File: config.mk
export PLATFORM = sky130hd
export DESIGN_NAME = uart_rx
export DESIGN_NICKNAME = d
export VERILOG_FILES = /design/src/rtl/uart_rx.sv
export SDC_FILE = /design/constraint.sdc
export NUM_CORES = 1
export LEC_CHECK = 0
export CAP_MARGIN = 20
export CORE_ASPECT_RATIO = 1.5
export CORE_MARGIN = 1.5
export CORE_UTILIZATION = 25
export DETAILED_ROUTE_END_ITERATION = 7
export HOLD_SLACK_MARGIN = 0.05
export SYNTH_ARGS = -nofsm -noshare
export SYNTH_HDL_FRONTEND = slang
export SYNTH_SLANG_ARGS = --single-unit
export TNS_END_PERCENT = 1
File: constraint.sdc
create_clock -name clk -period 5.55 [get_ports clk]
set_clock_uncertainty 0.2 [all_clocks]
set_input_delay 1.3875 -clock clk [delete_from_list [all_inputs] [get_ports clk]]
set_output_delay 1.3875 -clock clk [all_outputs]
set_load 0.02 [all_outputs]
File: src/rtl/uart_rx.sv
// UART receiver: 8N1 by default, 8E1 when UART_RX_PARITY_EN is defined.
// Synchronised RX line, mid-bit sampling, valid/ready byte output with error pulses.
module uart_rx #(
  parameter int unsigned CLKS_PER_BIT = 10417,
  parameter int unsigned SYNC_STAGES  = 2
) (
  input  logic       clk,
  input  logic       rst_i,
  input  logic       uart_rx_i,
  output logic [7:0] data_o,
  output logic       valid_o,
  input  logic       ready_i,
  output logic       frame_err_o,
  output logic       overrun_o,
  output logic       parity_err_o,
  output logic       busy_o
);

  localparam logic [15:0] HALF_TERM = 16'(CLKS_PER_BIT / 2 - 1);
  localparam logic [15:0] FULL_TERM = 16'(CLKS_PER_BIT - 1);

  typedef enum logic [2:0] {
    S_IDLE,
    S_START,
    S_DATA,
`ifdef UART_RX_PARITY_EN
    S_PARITY,
`endif
    S_STOP,
    S_WAIT_HIGH
  } state_e;

  state_e state_q, state_d;

  logic [SYNC_STAGES-1:0] sync_q;
  logic                   rx_s;
  logic [15:0]            cnt_q, cnt_d;
  logic [15:0]            term;
  logic                   tick;
  logic [2:0]             bit_cnt_q;
  logic [7:0]             shift_q;
  logic [7:0]             data_q;
  logic                   valid_q;
  logic                   frame_err_q;
  logic                   overrun_q;
  logic                   shift_en;
  logic                   load;
  logic                   ovr;
  logic                   ferr;
  logic                   data_entry;

  always_ff @(posedge clk) begin
    if (rst_i) begin
      sync_q <= '1;
    end else begin
      sync_q <= {sync_q[SYNC_STAGES-2:0], uart_rx_i};
    end
  end

  assign rx_s = sync_q[SYNC_STAGES-1];

  always_ff @(posedge clk) begin
    if (rst_i) begin
      state_q <= S_IDLE;
      cnt_q   <= '0;
    end else begin
      state_q <= state_d;
      cnt_q   <= cnt_d;
    end
  end

  assign term = (state_q == S_START) ? HALF_TERM : FULL_TERM;
  assign tick = (cnt_q == term);

`ifdef UART_RX_PARITY_EN
  logic perr;
  logic parity_err_q;
`endif

  always_comb begin
    state_d  = state_q;
    shift_en = 1'b0;
    load     = 1'b0;
    ovr      = 1'b0;
    ferr     = 1'b0;
`ifdef UART_RX_PARITY_EN
    perr     = 1'b0;
`endif
    case (state_q)
      S_IDLE: begin
        if (!rx_s) state_d = S_START;
      end
      S_START: begin
        if (tick) state_d = rx_s ? S_IDLE : S_DATA;
      end
      S_DATA: begin
        if (tick) begin
          shift_en = 1'b1;
`ifdef UART_RX_PARITY_EN
          if (bit_cnt_q == 3'd7) state_d = S_PARITY;
`else
          if (bit_cnt_q == 3'd7) state_d = S_STOP;
`endif
        end
      end
`ifdef UART_RX_PARITY_EN
      S_PARITY: begin
        if (tick) begin
          perr    = (^shift_q) ^ rx_s;
          state_d = S_STOP;
        end
      end
`endif
      S_STOP: begin
        if (tick) begin
          if (rx_s) begin
            // An acceptance in the same cycle frees the holding register, so the load wins.
            load    = !valid_q || ready_i;
            ovr     = valid_q && !ready_i;
            state_d = S_IDLE;
          end else begin
            ferr    = 1'b1;
            state_d = S_WAIT_HIGH;
          end
        end
      end
      S_WAIT_HIGH: begin
        if (rx_s) state_d = S_IDLE;
      end
      default: state_d = S_IDLE;
    endcase

    if ((state_d != state_q) || tick || (state_q == S_IDLE) || (state_q == S_WAIT_HIGH)) begin
      cnt_d = '0;
    end else begin
      cnt_d = cnt_q + 16'd1;
    end
  end

  assign data_entry = (state_d == S_DATA) && (state_q != S_DATA);

  always_ff @(posedge clk) begin
    if (rst_i) begin
      bit_cnt_q   <= '0;
      shift_q     <= '0;
      data_q      <= '0;
      valid_q     <= 1'b0;
      frame_err_q <= 1'b0;
      overrun_q   <= 1'b0;
    end else begin
      if (data_entry) begin
        bit_cnt_q <= '0;
      end else if (shift_en) begin
        bit_cnt_q <= bit_cnt_q + 3'd1;
      end
      if (shift_en) shift_q <= {rx_s, shift_q[7:1]};
      if (load) begin
        data_q  <= shift_q;
        valid_q <= 1'b1;
      end else if (valid_q && ready_i) begin
        valid_q <= 1'b0;
      end
      frame_err_q <= ferr;
      overrun_q   <= ovr;
    end
  end

`ifdef UART_RX_PARITY_EN
  always_ff @(posedge clk) begin
    if (rst_i) begin
      parity_err_q <= 1'b0;
    end else begin
      parity_err_q <= perr;
    end
  end
  assign parity_err_o = parity_err_q;
`else
  assign parity_err_o = 1'b0;
`endif

  assign data_o      = data_q;
  assign valid_o     = valid_q;
  assign frame_err_o = frame_err_q;
  assign overrun_o   = overrun_q;
  assign busy_o      = (state_q != S_IDLE);

endmodule

Yosys cells after proc, flatten, opt, wreduce, memory -nomap -nowiden
Index checks and enable logic that the tools add are counted.
{ "word_totals": {"register_bits": 43, "in_bits": 4, "output_inout_bits": 13, "wordCells": 57} }
{ "classes": {"addsub": 2, "eq_ne": 9, "n_mux": 18, "bitwise_logic": 3, "n_reduce_logical": 16} }
{ "op_table": {"columns": ["cell", "n"], "rows": [
  ["$mux 3", 7],
  ["$add 16x1->16 const B", 1],
  ["$eq 16x14->1", 1],
  ["$pmux 3 s5", 1],
  ["$mux 14", 1],
  ["$eq 3x2->1 const B", 3],
  ["$mux 1", 8],
  ["$eq 3x3->1 const B", 2],
  ["$logic_or 1x1->1", 4],
  ["$reduce_or 2->1", 2],
  ["$reduce_or 4->1", 1],
  ["$add 3x1->3 const B", 1],
  ["$eq 3x1->1 const B", 1],
  ["$logic_and 1x1->1", 3],
  ["$logic_not 3->1", 1],
  ["$ne 3x2->1 const B", 1],
  ["$ne 3x3->1", 1],
  ["$not 1->1", 3],
  ["$reduce_bool 3->1", 1],
  ["$reduce_or 3->1", 1],
  ["$logic_not 1->1", 2],
  ["$mux 2", 1],
  ["$reduce_bool 2->1", 1]
]} }

Longest topological paths before layout
Gate-level depths: netlist of run 1.
{ "logic_depth": {"depth_word": 10, "depth_mapped": 7, "ltp_nobuf": 6} }

Worst setup path before layout of run 1
OpenSTA, ideal clock, no wires.
{ "synth_timing": {"path_type": "input to register", "start": "input port ready_i", "end": "register data_q[0] (netlist: data_o[0])", "setup_ns": 0.128, "t_arrival_ns": 2.169, "t_required_ns": 5.222, "setup_slack_ns": 3.053, "stages": 5, "path_buffers": 0, "cell_sequence": "nand2b_1 > and4_1 > o211ai_4 > mux2i_1 > nor2_1"} }
{ "synth_via": {"elab_chain_cells": 4} }
{ "synth_rtl": {"columns": ["element", "line", "text"], "rows": [
  ["start: declaration", "12", "input logic ready_i,"],
  ["$logic_or 1x1->1", "118", "load = !valid_q || ready_i;"],
  ["$mux 1", "116", "if (rx_s) begin"],
  ["$mux 1", "115", "if (tick) begin"],
  ["$mux 1", "89", "case (state_q)"],
  ["end signal: assignment", "158", "data_q <= shift_q;"],
  ["end: declaration", "42", "logic [7:0] data_q;"]
]} }
No other way between the ends.
A chain may end at the register's enable or synchronous reset.

Worst setup path in the final report of run 1
{ "layout_timing": {"start": "register state_q[1]", "end": "output port busy_o"} }
{ "layout_via": {"elab_chain_cells": 1} }
{ "layout_rtl": {"columns": ["element", "line", "text"], "rows": [
  ["start: declaration", "33", "state_e state_q, state_d;"],
  ["start signal: assignment", "67", "state_q <= state_d;"],
  ["$reduce_bool 3->1", "185", "assign busy_o = (state_q != S_IDLE);"],
  ["end: declaration", "16", "output logic busy_o"]
]} }
No other way between the ends.

==> summary.md, run 1 <==
| Metric | Value |
|---|---|
| Status | `finished, final reports clean` |
| Overall routing resource usage | `9.813%` |
| Vias | `1370` |
| RePlAce Congestion | `0.7205` |
| Worst VDD drop | `0.1251 mV` |
| Post-CTS sizing | `0` |
| Final TNS setup | `0 ps` |
| Met1 usage in global routing | `10.54%` |
| Synth warn | `0` |
| CP Class | `reg2out` |
| DRC errors left | `0` |
| Synthesized area | `0.001823 mm^2` |
| Synth Area in Simple Gates | `25.46%` |
| Post-synth top area share | `47.22%` |
| Post-synth ARST share | `0%` |
| Post-placement cell count | `284` |
| CP Capture Type | `primary output` |
| Power per Cell Area | `245.9 mW/mm^2` |
| Sink Count | `43` |
| Met3 Use GR | `2.341%` |
| Synth cell count leaders | `dfxtp_1, nor2_1, nand2_1, nand3_1, a21oi_1` |
| Flop2flop setup slack | `3210 ps` |
| Clock transition at path regs | `80 ps` |
| RSZ-0062 raised after global routing | `no` |
| Most frequent cell after synthesis | `dfxtp_1` |
| Leakage | `0.7567 nW` |
| CTS tree | `done` |
| Fin nets | `218` |
| H-tree depth | `2` |
| R2R Path Start | `state_q[1]` |
| Crit Path Max Fanout | `8` |
| Main combinational cell family by area after synthesis | `simple AND/OR/NAND/NOR gates` |
| Period utilization | `58.12%` |
| M2 GR Usage | `18.09%` |
| Die extent in y | `107.6 um` |
| First-pass GRT wire length | `6134 um` |
| Critical Path RT | `3960 ps` |
| Top FF cell, synth | `dfxtp_1` |
| Number of setup buffers added after CTS | `0` |
| Adder-cell share of the synthesized area | `2.059%` |
| Post-DP HPWL | `2435 um` |
| Reg2reg end | `bit_cnt_q[0]` |
| Post-DR vias/cell | `4.692` |
| Area growth from synthesis to layout | `15.99%` |
| Synth Area in Compound Gates | `9.540%` |
| Max clock buf depth | `2` |
| Cell depth of the worst flop-to-flop path | `5` |
| Slew Viols, Final | `0` |
| Core area | `0.007132 mm^2` |
| Horiz. Die Dim | `72.73 um` |
| Average wire per standard cell | `11.57 um` |
| Post-synthesis sequential area ratio | `47.22%` |
| Clock Latency Late Sink | `300 ps` |
| Hold Buf Count CTS | `0` |
| Antenna-violating nets left | `0` |
| CP startpoint | `state_q[1]` |
| Routed wire length | `3378 um` |
| Worst setup path endpoint | `busy_o` |
| Slew headroom | `35.40%` |
| CP Cell Sequence | `or3_1, clkdlybuf4s50_1` |
| Hold crit path type | `reg2reg` |
| Drt pass-1 iters | `4` |
| Synth Net Count | `205` |
| Utilization after layout | `29.65%` |
| Core Rows | `38` |
| Vias in the first global route | `1393` |
| Initial antenna violation count | `0` |
| Worst-Margin Slew | `966.0 ps` |
| Avg Synthesized Cell Area | `9.207 um^2` |
| # diodes | `0` |
| Post-synthesis mux area share | `5.491%` |
| FF+latch count, synth | `43` |
| Die footprint | `0.007824 mm^2` |
| Initial DRC Count | `37` |
| Largest net degree at the start of global routing | `30` |
| Peak Freq | `310.0 MHz` |
| Top cells by area, synth | `dfxtp_1, nor2_1, mux2i_1, xor2_1, nand3_1` |
| Slowest cell delay on critical path | `550 ps` |
| Yosys cell types | `36` |
| Worst Setup Start Kind | `register` |
| Setup violators final | `0` |
| Critical path's slowest cell | `clkdlybuf4s50_1` |
| Final hold violation count | `0` |
| IO Pins | `17` |
| Pre-CTS setup slack | `1999 ps` |
| Final worst slack | `2324 ps` |
| IO Port Bufs | `15` |
| Cells after Synth | `198` |
| Remaining Overflow, GRT | `0` |
| Root Driver | `clkbuf_8` |
| Post-synth EDFFs | `0` |
| Area leader, netlist | `dfxtp_1` |
| Max-cap viol count | `0` |
| Min Tclk post-route | `3226 ps` |
| Final non-filler cell total | `292` |
| Synth Area in XOR/XNOR | `7.207%` |
| Most used routing layer | `met2` |
| Num CTS Buffers | `5` |
| Share of cells above drive strength 1 | `6.604%` |
| Crit path DAT | `1640 ps` |
| Initial Util | `25.56%` |
## cells by family (layout without fill, tap and decap cells)
group / Yosys count / in the layout
multiplexers: 10 / 10
AO/OA/AOI/OAI: 24 / 24
XOR/XNOR: 15 / 15
AND/OR/NAND/NOR: 92 / 92
adder cells (fa/ha/maj): 3 / 3
other: 1 / 1
buffers and inverters: 10 / 24
flip-flops: 43 / 43
## sequential cells by signal (all words and copies together) (netlist names)
register	count
cnt_q	16
data_o	8
shift_q	8
bit_cnt_q	3
state_q	3
sync_q	2
frame_err_o	1
overrun_o	1
valid_o	1
## metrics by stage
stage	hold slack, ps	instance area, um^2	total power, mW
2_1_floorplan	189.5	1823	0.3270
3_3_place_gp	191.5	2026	0.3305
3_5_place_dp	197.2	2026	0.3307
4_1_cts	214.1	2115	0.5286
5_1_grt	246.6	2115	0.5427
6_report	208.7	2115	0.5199
## where the power goes
part	internal, mW	total [mW]	switching (mW)
Combinational	0.00445	0.0119	0.00741
Sequential	0.309	0.311	0.00172
Clock	0.0876	0.197	0.109
Total	0.402	0.520	0.118
## area by class of cell
class                      count  area [um^2]
clock buffer                   5        68.82
fill                         757         5017
sequential                    43        860.8
clock inverter                 3        20.02
tap                           80        100.1
multi-input combinational    145        910.9
inverter                       1        3.754
timing repair buffer          15        150.1
## cells in the final DEF (no fill, tap or decap), types with 2 or more instances in the layout
cell              n
a21oi_1          11
and3_1            3
and4_1            5
clkbuf_8          5
clkdlybuf4s50_1  15
clkinvlp_4        2
dfxtp_1          43
ha_1              3
mux2i_1          10
nand2_1          15
nand2b_1          3
nand3_1          15
nand4_1           3
nor2_1           32
nor2b_1           3
nor3_1            4
nor4_1            3
o211ai_4          2
o21ai_0           3
or2_2             3
xnor2_1           5
xor2_1           10
## worst min path at each step
stage          startpoint   endpoint  slack, ps  depth (start not counted)
2_1_floorplan   sync_q[0]  sync_q[1]        190                          1
3_3_place_gp    sync_q[0]  sync_q[1]        190                          1
3_5_place_dp    sync_q[0]  sync_q[1]        200                          1
4_1_cts         sync_q[0]  sync_q[1]        210                          1
5_1_grt         sync_q[0]  sync_q[1]        250                          1
6_report        sync_q[0]  sync_q[1]        210                          1
## critical path, delay by kind of cell, from the launching register on
| kind | cells | cell delay [ps] |
|---|---|---|
| buf+inv | 1 | 550 |
| simple gates | 1 | 400 |
| flops | 1 | 390 |
## metal layers
layer  share of wire [%]  up-vias
met4                 1.8        0
met5                   0        -
met3                 2.3        6
met1                  42      643
met2                  54       13
li1                    -      708
Note: power is estimated with default switching activity, not from simulation.
==> run 2, diff against run 1 <==
==> constraint.sdc (replaced) <==
create_clock -name clk -period 3.1 [get_ports clk]
set_clock_uncertainty 0.2 [all_clocks]
set_input_delay 0.775 -clock clk [delete_from_list [all_inputs] [get_ports clk]]
set_output_delay 0.775 -clock clk [all_outputs]
set_load 0.02 [all_outputs]
==> run 2 against run 1 <==
Combinational power grew 87%. Clock-buffer cell count stayed put. Via count up 1.5%.
==> summary.md, run 2 (synthesized netlist as in run 1, its figures left out) <==
| Metric | Value |
|---|---|
| Status | `finished, final reports clean` |
| Final Power | `946.7 uW` |
| Fin nets | `220` |
| Clk pwr share | `38.8%` |
| Worst Setup Start Kind | `register` |
| Area growth from synthesis to layout | `17.02%` |
| Core area | `0.007132 mm^2` |
| Post-placement cell count | `286` |
| Routed wire length | `3482 um` |
| Initial antenna violation count | `0` |
| Sink Count | `43` |
| Commonest non-fill, non-tap cell in the layout | `dfxtp_1` |
| RePlAce Congestion | `0.7417` |
| Critical Path RT | `2120 ps` |
| Core Rows | `38` |
| Root Driver | `clkbuf_8` |
| Pre-CTS setup slack | `704.1 ps` |
| Int Power | `724.1 uW` |
| RSZ-0062 raised after global routing | `no` |
| Die footprint | `0.007824 mm^2` |
| Number of setup buffers added after CTS | `0` |
| Antenna-violating nets left | `0` |
| Flop2flop setup slack | `870 ps` |
| Seq pwr share | `58.9%` |
| Leading cell types in the layout, fill and taps excluded | `dfxtp_1, nor2_1, nand3_1, nand2_1, clkdlybuf4s50_1` |
| Initial DRC Count | `47` |
| Area of the multi-input gates | `910.9 um^2` |
| Vias in the first global route | `1391` |
| Hold Buf Count CTS | `0` |
| Min Tclk post-route | `2628 ps` |
| # diodes | `0` |
| Period utilization | `84.79%` |
| Clock Latency Late Sink | `300 ps` |
| Die extent in y | `107.6 um` |
| Final worst slack | `471.6 ps` |
| Peak Freq | `380.5 MHz` |
| Logic pwr share | `2.4%` |
| Clock transition at path regs | `90 ps` |
| Worst VDD drop | `0.2341 mV` |
| Leakage | `0.7676 nW` |
| Switch share | `23.51%` |
| Worst-Margin Slew | `515.5 ps` |
| Max clock buf depth | `2` |
| Max FFs per register | `16` |
| Hold crit path type | `reg2reg` |
| Fillers | `770` |
| H-tree depth | `2` |
| CP Class | `reg2out` |
| Crit Path Max Fanout | `8` |
| Average wire per standard cell | `11.84 um` |
| Post-CTS sizing | `0` |
| Vias | `1390` |
| Final non-filler cell total | `294` |
| CP Capture Type | `primary output` |
| Slew headroom | `65.55%` |
| Post-DR vias/cell | `4.728` |
| Num CTS Buffers | `5` |
| Initial Util | `25.56%` |
| IO Port Bufs | `15` |
| DRC errors left | `0` |
| Post-place instance area | `0.002041 mm^2` |
| Drt pass-1 iters | `4` |
| Crit path DAT | `1650 ps` |
| Largest net degree at the start of global routing | `29` |
| CTS tree | `done` |
| Final TNS setup | `0 ps` |
| Overall routing resource usage | `10.07%` |
| Post-DP HPWL | `2522 um` |
| Setup violators final | `0` |
| Biggest register | `cnt_q` |
| Horiz. Die Dim | `72.73 um` |
| Design area | `0.002133 mm^2` |
| Final hold violation count | `0` |
| Slew Viols, Final | `0` |
| Net Sw Power | `222.6 uW` |
| Power per Cell Area | `443.8 mW/mm^2` |
| FF+latch area | `860.8 um^2` |
| Remaining Overflow, GRT | `0` |
| First-pass GRT wire length | `6196 um` |
| IO Pins | `17` |
| Max-cap viol count | `0` |
| Share of cells above drive strength 1 | `7.477%` |
[run 2: stage by stage]
step / hold WS, ps / utilization, %
2_1_floorplan: 189.5 / -
3_3_place_gp: 192.4 / 28.61
3_5_place_dp: 195.4 / 28.61
4_1_cts: 211.1 / 29.91
5_1_grt: 224.2 / 29.91
6_report: 209.0 / 29.91
[run 2: cell type report]
cell class | count | share of cell area, %
repair buffers | 17 | 7.742
clock inverters | 3 | 1.114
clock buffers | 5 | 3.226
well taps | 80 | 4.692
inverters | 1 | 0.1760
flip-flops and latches | 43 | 40.35
multi-input cells | 145 | 42.70
[run 2: per-layer routing]
layer / routed length, um / track usage, % / share of wire [%] / vias to the layer above
met2: 1782 / 17.50 / 51 / 10
met3: 96 / 2.341 / 2.8 / 5
li1: - / - / - / 708
met1: 1522 / 11.13 / 44 / 667
met4: 81 / 5.256 / 2.3 / 0
met5: 0 / 0 / 0 / -
[run 2: power by group through the flow]
stage,sequential (mW),combinational [mW],clock (mW)
after detailed placement,0.570,0.0227,0
after CTS,0.557,0.0230,0.382
final,0.557,0.0223,0.367
after global routing,0.558,0.0251,0.404
after floorplan,0.568,0.0170,0
after global placement,0.570,0.0225,0
[run 2: worst paths after layout]
check,startpoint,end,cells past startpoint
max reg2reg,cnt_q[2],cnt_q[14],5
min reg2reg,sync_q[0],sync_q[1],1
min,sync_q[0],sync_q[1],1
max,state_q[1],busy_o,2
[run 2: critical path: stages (launching register included)]
cell and delay [ps]:
dfxtp_1 400, or3_1 400, clkdlybuf4s50_1 550
==> run 3, diff against run 2 <==
==> constraint.sdc (replaced) <==
create_clock -name clk -period 2.5 [get_ports clk]
set_clock_uncertainty 0.2 [all_clocks]
set_input_delay 0.625 -clock clk [delete_from_list [all_inputs] [get_ports clk]]
set_output_delay 0.625 -clock clk [all_outputs]
set_load 0.02 [all_outputs]
==> run 3 against run 2 <==
Global-route usage down 0.21 points. Critical path depth up 3. Die area unchanged. Clock power up 47%. Clock-buffer cell count unchanged. First-iteration DRC count down 38%. Critical path type is now reg2reg. Critical endpoint is now state_q[2]. Largest cell class unchanged.
==> summary.md, run 3 (synthesized netlist as in run 1, its figures left out) <==
| Metric | Value |
|---|---|
| Vias | `1427` |
| Num CTS Buffers | `5` |
| Hold crit path type | `reg2reg` |
| Min Tclk post-route | `2136 ps` |
| Power per Cell Area | `576.5 mW/mm^2` |
| Clock transition at path regs | `80 ps` |
| Fin nets | `224` |
| Post-place instance area | `0.002071 mm^2` |
| Horiz. Die Dim | `72.73 um` |
| Design area | `0.002186 mm^2` |
| Final non-filler cell total | `298` |
| Peak Freq | `468.2 MHz` |
| # diodes | `0` |
| Die footprint | `0.007824 mm^2` |
| Remaining Overflow, GRT | `0` |
| RePlAce Congestion | `0.7689` |
| First-pass GRT wire length | `6106 um` |
| Average wire per standard cell | `11.84 um` |
| Post-placement cell count | `290` |
| Area growth from synthesis to layout | `19.90%` |
| Critical Path RT | `2520 ps` |
| Area of the multi-input gates | `910.9 um^2` |
| RSZ-0062 raised after global routing | `no` |
| Final hold violation count | `0` |
| Max FFs per register | `16` |
| Core area | `0.007132 mm^2` |
| Share of cells above drive strength 1 | `9.174%` |
| Root Driver | `clkbuf_8` |
| Drt pass-1 iters | `4` |
| Crit Path Max Fanout | `13` |
| IO Port Bufs | `15` |
| Biggest register | `cnt_q` |
| DRC errors left | `0` |
| Routed wire length | `3528 um` |
| Largest net degree at the start of global routing | `17` |
| CP startpoint | `cnt_q[3]` |
| Slew Viols, Final | `0` |
| FF+latch area | `860.8 um^2` |
| Antenna-violating nets left | `0` |
| Max-cap viol count | `0` |
| IO Pins | `17` |
| CP Class | `reg2reg` |
| Worst Setup Start Kind | `register` |
| CP Capture Type | `register` |
| Vias in the first global route | `1405` |
| Status | `finished, final reports clean` |
| Sink Count | `43` |
| CTS tree | `done` |
| Min Hold Slack | `207.3 ps` |
| Die extent in y | `107.6 um` |
| Period utilization | `85.43%` |
| Post-DP HPWL | `2563 um` |
| Hold depth | `1` |
| Crit path DAT | `2160 ps` |
| Setup violators final | `0` |
| Initial Util | `25.56%` |
| Initial antenna violation count | `0` |
| Hold Path End | `sync_q[1]` |
| Core Rows | `38` |
| Worst VDD drop | `0.3053 mV` |
| Commonest non-fill, non-tap cell in the layout | `dfxtp_1` |
| Clock Latency Late Sink | `300 ps` |
| R2R Path Start | `cnt_q[3]` |
| Fillers | `767` |
| Post-DR vias/cell | `4.789` |
| Reg2reg end | `state_q[2]` |
| Flop2flop setup slack | `360 ps` |
| Leading cell types in the layout, fill and taps excluded | `dfxtp_1, nor2_1, nand3_1, nand2_1, clkdlybuf4s50_1` |
| Overall routing resource usage | `9.852%` |
| Max clock buf depth | `2` |
| Initial DRC Count | `29` |
| Leakage | `0.8217 nW` |
| Hold path startpoint | `sync_q[0]` |
| Final TNS setup | `0 ps` |
| H-tree depth | `2` |
| Cell depth of the worst flop-to-flop path | `5` |
[run 3: changes by cell type in the layout (fill, tap and decap cells not counted)]
cell and delta:
clkinv_4 +1, dlymetal6s2s_1 +1, inv_6 -1, clkdlybuf4s50_1 -1, bufinv_16 +1, clkinv_2 +1, clkinvlp_4 -2, buf_4 +4
[run 3: metrics by stage]
| step | worst slack, ps | total power [mW] | utilization, % |
|---|---|---|---|
| floorplan | 622.6 | 0.7259 | - |
| global placement | 281.4 | 0.7370 | 29.04 |
| detailed placement | 246.8 | 0.7374 | 29.04 |
| CTS | 44.43 | 1.280 | 30.61 |
| global route | 135.8 | 1.308 | 30.65 |
| finish | 364.2 | 1.260 | 30.65 |
[run 3: repair_timing]
action,in CTS,in global routing
buffers inserted,0,0
hold buffers,0,0
setup endpoints to repair,0,1
gates resized for setup,0,1
[run 3: final cells by class]
type / count / area share, %
Multi-Input combinational cell: 145 / 41.67
Clock inverter: 3 / 2.003
Sequential cell: 43 / 39.38
Tap cell: 80 / 4.579
Inverter: 1 / 0.1717
Clock buffer: 5 / 3.148
Timing Repair Buffer: 21 / 9.044
[run 3: critical path, cell delays in order, from the launching register on]
cell	delay, ps
dfxtp_1	360
nor4_1	300
and4_1	410
o21a_1	470
a32oi_1	170
nor3_1	150
[run 3: routing by layer]
metal	vias to the layer above	global-route usage, %	wire length, um	share of wire (%)
li1	721	-	-	-
met1	681	10.08	1461	41
met2	21	18.55	1902	54
met3	4	2.622	108	3.1
met4	0	3.639	55	1.6
met5	-	0	0	0
[run 3: how the worst max path moves through the flow]
| stage | depth (start not counted) | endpoint |
|---|---|---|
| after floorplan | 6 | cnt_q[12] |
| after global placement | 6 | data_o[2] |
| after detailed placement | 6 | data_o[1] |
| after CTS | 2 | busy_o |
| after global routing | 5 | state_q[2] |
| final | 5 | state_q[2] |
[run 3: where the power goes]
part | internal (mW) | switching (mW)
clock network | 0.297 | 0.242
logic | 0.0124 | 0.0172
registers | 0.687 | 0.00390
total | 0.997 | 0.263
